--- src/rtl/team_06_pkg.sv ---
// Shared types and constants for the ADC SPI capture stage.
package team_06_pkg;

  typedef enum logic [2:0] {IDLE, SETUP, SHIFT, HOLD, DONE} adc_state_t;

  localparam int AUDIO_W = 8;
  localparam logic [AUDIO_W-1:0] AUDIO_MID = 8'h80;

  // Bit counter must hold 0..adc_bits (null bit plus data bits).
  function automatic int bit_cnt_w(input int adc_bits);
    return $clog2(adc_bits + 2);
  endfunction

  function automatic int frame_len(input int sclk_div, input int adc_bits);
    return sclk_div * (2 * (adc_bits + 1) + 2) + 1;
  endfunction

endpackage

--- src/rtl/team_06_sclk_gen.sv ---
// SCLK half-period divider: tick per half period, rise/fall strobes, bit counter.
module team_06_sclk_gen
  import team_06_pkg::*;
#(
  parameter int SCLK_DIV = 4,
  parameter int ADC_BITS = 10,
  localparam int BIT_W   = bit_cnt_w(ADC_BITS)
) (
  input  logic             clk,
  input  logic             rst,
  input  logic             active,
  input  logic             shift,
  output logic             tick,
  output logic             rise,
  output logic             fall,
  output logic             last,
  output logic             sclk,
  output logic [BIT_W-1:0] bit_cnt
);

  localparam int CNT_W = (SCLK_DIV > 1) ? $clog2(SCLK_DIV) : 1;

  logic [CNT_W-1:0] cnt;

  assign tick = active && (cnt == CNT_W'(SCLK_DIV - 1));
  assign rise = shift && tick && !sclk;
  assign fall = shift && tick && sclk;
  assign last = fall && (bit_cnt == BIT_W'(ADC_BITS));

  always_ff @(posedge clk or posedge rst) begin
    if (rst) begin
      cnt <= '0;
    end else if (!active || tick) begin
      cnt <= '0;
    end else begin
      cnt <= cnt + 1'b1;
    end
  end

  // sclk is a flop so the ADC never sees a combinational glitch.
  always_ff @(posedge clk or posedge rst) begin
    if (rst) begin
      sclk <= 1'b0;
    end else if (!shift) begin
      sclk <= 1'b0;
    end else if (tick) begin
      sclk <= ~sclk;
    end
  end

  always_ff @(posedge clk or posedge rst) begin
    if (rst) begin
      bit_cnt <= '0;
    end else if (!shift) begin
      bit_cnt <= '0;
    end else if (fall) begin
      bit_cnt <= bit_cnt + 1'b1;
    end
  end

endmodule

--- src/rtl/team_06_adc_spi_rx.sv ---
// Periodic 10-bit serial ADC reader producing 8-bit unsigned audio samples.
module team_06_adc_spi_rx
  import team_06_pkg::*;
#(
  parameter int SCLK_DIV      = 4,
  parameter int SAMPLE_PERIOD = 256,
  parameter int ADC_BITS      = 10
) (
  input  logic               clkdiv,
  input  logic               rst,
  input  logic               enable,
  input  logic               adc_miso,
  output logic               adc_sclk,
  output logic               adc_cs_n,
  output logic [AUDIO_W-1:0] audio_out,
  output logic               sample_valid,
  output logic               busy
);

  localparam int PER_W = (SAMPLE_PERIOD > 1) ? $clog2(SAMPLE_PERIOD) : 1;
  localparam int BIT_W = bit_cnt_w(ADC_BITS);

  adc_state_t          state, state_next;
  logic [PER_W-1:0]    per_cnt;
  logic                wrap, start;
  logic [ADC_BITS-1:0] shift_reg;
  logic                active, shifting;
  logic                tick, rise, fall, last;
  logic [BIT_W-1:0]    bit_cnt;

  assign wrap     = (per_cnt == PER_W'(SAMPLE_PERIOD - 1));
  assign start    = enable && wrap && (state == IDLE);
  assign active   = (state == SETUP) || (state == SHIFT) || (state == HOLD);
  assign shifting = (state == SHIFT);
  assign busy     = (state != IDLE);

  team_06_sclk_gen #(
    .SCLK_DIV (SCLK_DIV),
    .ADC_BITS (ADC_BITS)
  ) u_sclk_gen (
    .clk     (clkdiv),
    .rst     (rst),
    .active  (active),
    .shift   (shifting),
    .tick    (tick),
    .rise    (rise),
    .fall    (fall),
    .last    (last),
    .sclk    (adc_sclk),
    .bit_cnt (bit_cnt)
  );

  always_ff @(posedge clkdiv or posedge rst) begin
    if (rst) begin
      per_cnt <= '0;
    end else if (!enable || wrap) begin
      per_cnt <= '0;
    end else begin
      per_cnt <= per_cnt + 1'b1;
    end
  end

  always_ff @(posedge clkdiv or posedge rst) begin
    if (rst) begin
      state <= IDLE;
    end else begin
      state <= state_next;
    end
  end

  always_comb begin
    state_next = state;
    unique case (state)
      IDLE:    if (start) state_next = SETUP;
      SETUP:   if (tick)  state_next = SHIFT;
      SHIFT:   if (last)  state_next = HOLD;
      HOLD:    if (tick)  state_next = DONE;
      DONE:    state_next = IDLE;
      default: state_next = IDLE;
    endcase
  end

  // cs_n is registered from the next state so it switches with the state flop.
  always_ff @(posedge clkdiv or posedge rst) begin
    if (rst) begin
      adc_cs_n <= 1'b1;
    end else begin
      adc_cs_n <= !((state_next == SETUP) || (state_next == SHIFT) ||
                    (state_next == HOLD));
    end
  end

  // The first rising edge of a frame carries the ADC null bit; skip it.
  always_ff @(posedge clkdiv or posedge rst) begin
    if (rst) begin
      shift_reg <= '0;
    end else if (state == SETUP) begin
      shift_reg <= '0;
    end else if (rise && (bit_cnt != '0)) begin
      shift_reg <= {shift_reg[ADC_BITS-2:0], adc_miso};
    end
  end

  always_ff @(posedge clkdiv or posedge rst) begin
    if (rst) begin
      audio_out    <= AUDIO_MID;
      sample_valid <= 1'b0;
    end else begin
      sample_valid <= (state == DONE);
      if (state == DONE) begin
        audio_out <= shift_reg[ADC_BITS-1 -: AUDIO_W];
      end
    end
  end

  start_while_busy : assert property (@(posedge clkdiv) disable iff (rst)
    !(enable && wrap && busy));

endmodule

--- config.mk ---
export PLATFORM = sky130hd
export DESIGN_NAME = team_06_adc_spi_rx
export DESIGN_NICKNAME = d
export VERILOG_FILES = /design/src/rtl/team_06_pkg.sv /design/src/rtl/team_06_sclk_gen.sv /design/src/rtl/team_06_adc_spi_rx.sv
export SDC_FILE = /design/constraint.sdc
export NUM_CORES = 1
export LEC_CHECK = 0
export BUFFER_PORTS_ARGS = -buffer_cell sky130_fd_sc_hd__buf_4
export CAP_MARGIN = 30
export CORE_ASPECT_RATIO = 1.5
export CORE_MARGIN = 5
export CORE_UTILIZATION = 50
export CTS_CLUSTER_SIZE = 20
export DETAILED_ROUTE_END_ITERATION = 7
export PLACE_DENSITY = 0.67
export SLEW_MARGIN = 5
export SYNTH_ARGS = -nofsm -noshare
export SYNTH_HDL_FRONTEND = slang
export SYNTH_SLANG_ARGS = --single-unit
--- constraint.sdc ---
create_clock -name clkdiv -period 1.88 [get_ports clkdiv]
set_input_delay 0.094 -clock clkdiv [delete_from_list [all_inputs] [get_ports clkdiv]]
set_output_delay 0.094 -clock clkdiv [all_outputs]
set_load 0.02 [all_outputs]
== Yosys cells after proc, flatten, opt, wreduce, memory -nomap -nowiden ==
Cells that the tools add are included.
Operators by class
  add/sub/neg operators: 3
  equal/unequal tests: 12
  mux-type cells: 13
  bitwise gates (word level): 1
  reduce and logical (&&, ||, !) cells: 22
Operator list (count)
  $mux 10: 2
  $eq 3x2->1 const B: 4
  $mux 3: 4
  $pmux 3 s4: 1
  $add 8x1->8 const B: 1
  $eq 8x8->1 const B: 1
  $logic_and 1x1->1: 8
  $mux 4: 2
  $mux 8: 1
  $eq 3x1->1 const B: 2
  $logic_or 1x1->1: 6
  $add 4x1->4 const B: 1
  $eq 4x4->1 const B: 1
  $logic_not 1->1: 4
  $ne 2x2->1 const B: 2
  $reduce_bool 4->1: 1
  $eq 3x3->1 const B: 1
  $logic_not 3->1: 1
  $reduce_bool 3->1: 1
  $add 2x1->2 const B: 1
  $eq 2x2->1 const B: 1
  $mux 1: 2
  $mux 2: 1
  $reduce_bool 2->1: 1
  $not 1->1: 1
Storage, ports and cells
  bits in registers: 38
  input port bits: 4

== Logic depth before layout (Yosys ltp) ==
  depth after elaboration: 13
  mapped depth: 6

== By module ==
Synthesis repeated with hierarchy kept, for this count alone.
Second synthesis, totals
  cells, all modules: 158
  area, all modules: 1719.1 µm²
By module, submodules not included
  team_06_adc_spi_rx: times used 1, cells an instance 124, area each 1340.0 µm², sequential area each 778.2 µm²
  team_06_sclk_gen: times used 1, cells an instance 34, area each 379.1 µm², sequential area each 175.2 µm²

== Least setup slack after synthesis ==
Ideal clock, no wire load.
  kind: flip-flop to flip-flop
  start: register u_sclk_gen.bit_cnt[0]
  end: register shift_reg[0]
  arrival: 1471 ps
  data required time: 1759 ps
  path slack: 289 ps
  cell stages (with the launch flop): 7
  buffers on the path: 1
  clock period less this slack: 1591 ps
  path through: dfrtp_1 -> inv_1 -> ha_1 -> nor3b_1 -> o41a_1 -> buf_6 -> a22o_1
Between the ends
  cells in the longest elaborated chain, start to end: 3
Ends and longest elaborated chain
  start, declared: RTL line team_06_sclk_gen.sv:18  | output logic [BIT_W-1:0] bit_cnt
  start signal, assigned: RTL line team_06_sclk_gen.sv:57  | bit_cnt <= bit_cnt + 1'b1;
  $reduce_bool 4->1: RTL line team_06_adc_spi_rx.sv:99  | end else if (rise && (bit_cnt != '0)) begin
  $logic_and 1x1->1: RTL line team_06_adc_spi_rx.sv:99
  $reduce_bool 2->1 (no line)
  end signal, assigned: RTL line team_06_adc_spi_rx.sv:100  | shift_reg <= {shift_reg[ADC_BITS-2:0], adc_miso};
  end, declared: RTL line team_06_adc_spi_rx.sv:26  | logic [ADC_BITS-1:0] shift_reg;
Every way passes these cells.
A chain may end at the register's enable or synchronous reset.

== Worst setup path after layout ==
  start: register u_sclk_gen.cnt[0]
  end: register shift_reg[5]
Between the ends
  cells in the longest elaborated chain, start to end: 6
Ends and longest elaborated chain
  start, declared: RTL line team_06_sclk_gen.sv:23  | logic [CNT_W-1:0] cnt;
  start signal, assigned: RTL line team_06_sclk_gen.sv:36  | cnt <= cnt + 1'b1;
  $eq 2x2->1: RTL line team_06_sclk_gen.sv:25  | assign tick = active && (cnt == CNT_W'(SCLK_DIV - 1));
  $logic_and 1x1->1: RTL line team_06_sclk_gen.sv:25
  $logic_and 1x1->1 (2 in series): RTL line team_06_sclk_gen.sv:26  | assign rise = shift && tick && !sclk;
  $logic_and 1x1->1: RTL line team_06_adc_spi_rx.sv:99
  $reduce_bool 2->1 (no line)
Every way passes these cells.

==> results.sh <==
export IMPL_cts_root_buffer="clkbuf_8"
export IMPL_cts_tree="built"
export IMPL_port_buffers=15
export IMPL_antenna_found_initial=0
export IMPL_insertion_delay_ns=0.29
export IMPL_start_util_pct=50.7
export IMPL_r2r_cells=4
export IMPL_worstHoldPathType="in2reg"
export IMPL_period_minus_slack_ns=1.70
export IMPL_hold_viol_final=0
export IMPL_wire_per_inst_um=14.9
export IMPL_rsz0062_at_grt="no"
export IMPL_cts_buffers_inserted=5
export IMPL_fmax_mhz=588
export IMPL_place_ws_ns=0.0346
export IMPL_wl_um=2980
export IMPL_vias_per_cell=5.54
export IMPL_endpoint="shift_reg[5]$_DFFE_PP0P_"
export IMPL_std_cell_rows=26
export IMPL_io_pins=16
export IMPL_seq_area_frac_synth_pct=56.2
export IMPL_status="complete, no violations"
export IMPL_path_max_fanout=10
export IMPL_worst_slew_pin_slew_ns=0.551
export IMPL_setup_violations=0
export IMPL_synth_edf_count=0
export IMPL_drtAntennaViolNets=0
export IMPL_fin_nets=166
export IMPL_reg2reg_from="u_sclk_gen.cnt[0]$_DFF_PP0_"
export IMPL_required_ns=2.05
export IMPL_clockBufferDepth=2
export IMPL_relSlewSlack_pct=63.0
export IMPL_path_class="reg2reg"
export IMPL_syn_cell_area_um2=1700
export IMPL_final_common_cell="dfrtp_1"
export IMPL_post_cts_buffers=0
export IMPL_async_flop_share_pct=100
export IMPL_hpwl_um=2090
export IMPL_drt_iter0_markers=18
export IMPL_ys_warn_count=0
export IMPL_grt_pass1_wl_um=5410
export IMPL_synth_cell_types=33
export IMPL_grt_pass1_vias=1147
export IMPL_arrival_ns=1.87
export IMPL_netlist_area_leader_share_pct=53.1
export IMPL_drive_above_1_share_pct=25.3
export IMPL_core_um2=3350
export IMPL_fin_crit_sh_pct=90.5
export IMPL_worst_setup_path_end_kind="register"
export IMPL_vias=1107
export IMPL_synthCells=138
export IMPL_slew_violations=0
export IMPL_syn_nets=147
export IMPL_maxCapViolations=0
export IMPL_synthToLayoutAreaGrowth_pct=13.9
export IMPL_yosysTopAreaCell="dfrtp_1"
export IMPL_cp_startpoint="u_sclk_gen.cnt[0]$_DFF_PP0_"
export IMPL_setup_slack_ns=0.178
export IMPL_cts_sinks=38
export IMPL_firstDrtPassIters=4
export IMPL_p_leak_uw=0.000875
export IMPL_dieArea_um2=4690
export IMPL_multiInputGateArea_um2=684
export IMPL_n_antenna_cell=0
export IMPL_seq_area_um2=953
export IMPL_worstHoldStart="adc_miso"
export IMPL_cp_cell_sequence="ha_1 > nand2b_4 > o41a_1 > a22o_1"
export IMPL_overflow=0
export IMPL_power_density_nw_per_um2=746
export IMPL_regToRegSetupSlack_ns=0.18
export IMPL_worstReg2RegEnd="shift_reg[5]$_DFFE_PP0P_"
export IMPL_finClkSkew_ns=0.00612
export IMPL_synth_avg_cell_area_um2=12.3
export IMPL_largest_reg_flops=10
export IMPL_grt_start_max_net_pins=39
export IMPL_slowest_delay_ns=0.52
export IMPL_drc=0
export IMPL_instances_no_fill=200
export IMPL_start_kind="register"
export IMPL_synth_area_leaders="dfrtp_1 (53%), mux2_2 (5.3%), a22o_1 (5.2%)"
export IMPL_fin_setup_tns_ns=0
export IMPL_place_congestion=0.709
export IMPL_die_w_um=57.6
export IMPL_worst_path_max_delay_cell="o41a_1"
export IMPL_place_inst=191
export IMPL_final_cell_mix="dfrtp_1 (36), buf_4 (16), nor2_1 (11), a22o_1 (10), nand2_1 (9)"
export IMPL_synthFlopType="dfrtp_1"
export IMPL_fillers=275
export IMPL_clkTransAtPathRegs_ns=0.07
export IMPL_ir_drop_uv=620
export IMPL_grt_usage_pct=15.3
export IMPL_ys_seq_elements=38
export IMPL_dieHeight_um=81.4
export IMPL_h_tree_depth=2
-- power breakdown --
| group | internal [uW] | leakage (uW) | switching, uW | total (uW) |
|---|---|---|---|---|
| clock | 296 | 0.0000482 | 274 | 570 |
| combinational | 13.9 | 0.000306 | 26.9 | 40.8 |
| sequential | 822 | 0.000521 | 8.98 | 831 |
-- final cells by class --
type,count,area share [%]
clock buffers,7,4.46
clock inverters,1,0.259
inverters,6,1.16
multi-input cells,89,35.4
flip-flops and latches,38,49.3
well taps,42,2.72
repair buffers,17,6.73
-- worst min-delay path by stage --
stage                                     endpoint  depth (start not counted)  slack [ns]
after floorplan           shift_reg[0]$_DFFE_PP0P_                          1        0.23
after global placement        per_cnt[4]$_DFF_PP0_                          3        0.23
after detailed placement      per_cnt[4]$_DFF_PP0_                          3        0.25
after CTS                 shift_reg[0]$_DFFE_PP0P_                          2        0.02
after global routing      shift_reg[0]$_DFFE_PP0P_                          2        0.02
final                     shift_reg[0]$_DFFE_PP0P_                          2        0.03
-- synthesized netlist by cell type (3+ instances only) --
| cell | instances |
|---|---|
| dfrtp_1 | 36 |
| nor2_1 | 11 |
| a22o_1 | 10 |
| nand2_1 | 9 |
| mux2_2 | 8 |
| a21oi_1 | 6 |
| nand3_1 | 6 |
| ha_1 | 5 |
| inv_1 | 5 |
| xor2_1 | 4 |
| nor4_1 | 3 |
| o21ai_0 | 3 |
| or3_1 | 3 |
| xnor2_1 | 3 |
-- logic make-up after synthesis --
| family | after synthesis | synth area share, % |
|---|---|---|
| AND/OR/NAND/NOR | 44 | 16.4 |
| flip-flops | 38 | 56.2 |
| AO/OA/AOI/OAI | 25 | 11.0 |
| buffers and inverters | 11 | 3.83 |
| multiplexers | 8 | 5.31 |
| XOR/XNOR | 7 | 3.61 |
| adder cells (fa/ha/maj) | 5 | 3.68 |
-- per-layer routing --
layer | GRT usage, % | vias up | wire length, um
li1 | - | 531 | -
met1 | 17.8 | 542 | 1230
met2 | 25.8 | 23 | 1580
met3 | 3.82 | 11 | 86
met4 | 7.66 | 0 | 85
met5 | 0 | - | 0
-- what timing repair did --
action,in CTS,in global routing
pin swaps,1,0
gates resized for setup,0,1
gates cloned,0,0
endpoints found under the hold margin,36,0
setup endpoints to repair,5,10
hold buffers,1,0
-- worst max-delay path: cells and delay by family, from the launching register on --
family	cells	cell delay, ns
compound gates	2	0.77
fa+ha+maj	1	0.37
flops	1	0.35
simple gates	1	0.09
-- stage by stage --
step | utilization (%) | instance area, um2 | hold slack [ns] | power (uW)
2_1_floorplan | - | 1700 | 0.234 | 870
3_3_place_gp | 54.6 | 1830 | 0.231 | 885
6_report | 57.7 | 1930 | 0.0290 | 1440
3_5_place_dp | 54.6 | 1830 | 0.247 | 887
4_1_cts | 57.6 | 1930 | 0.0229 | 1460
5_1_grt | 57.7 | 1930 | 0.0193 | 1500
(Power assumes the default switching activity.)
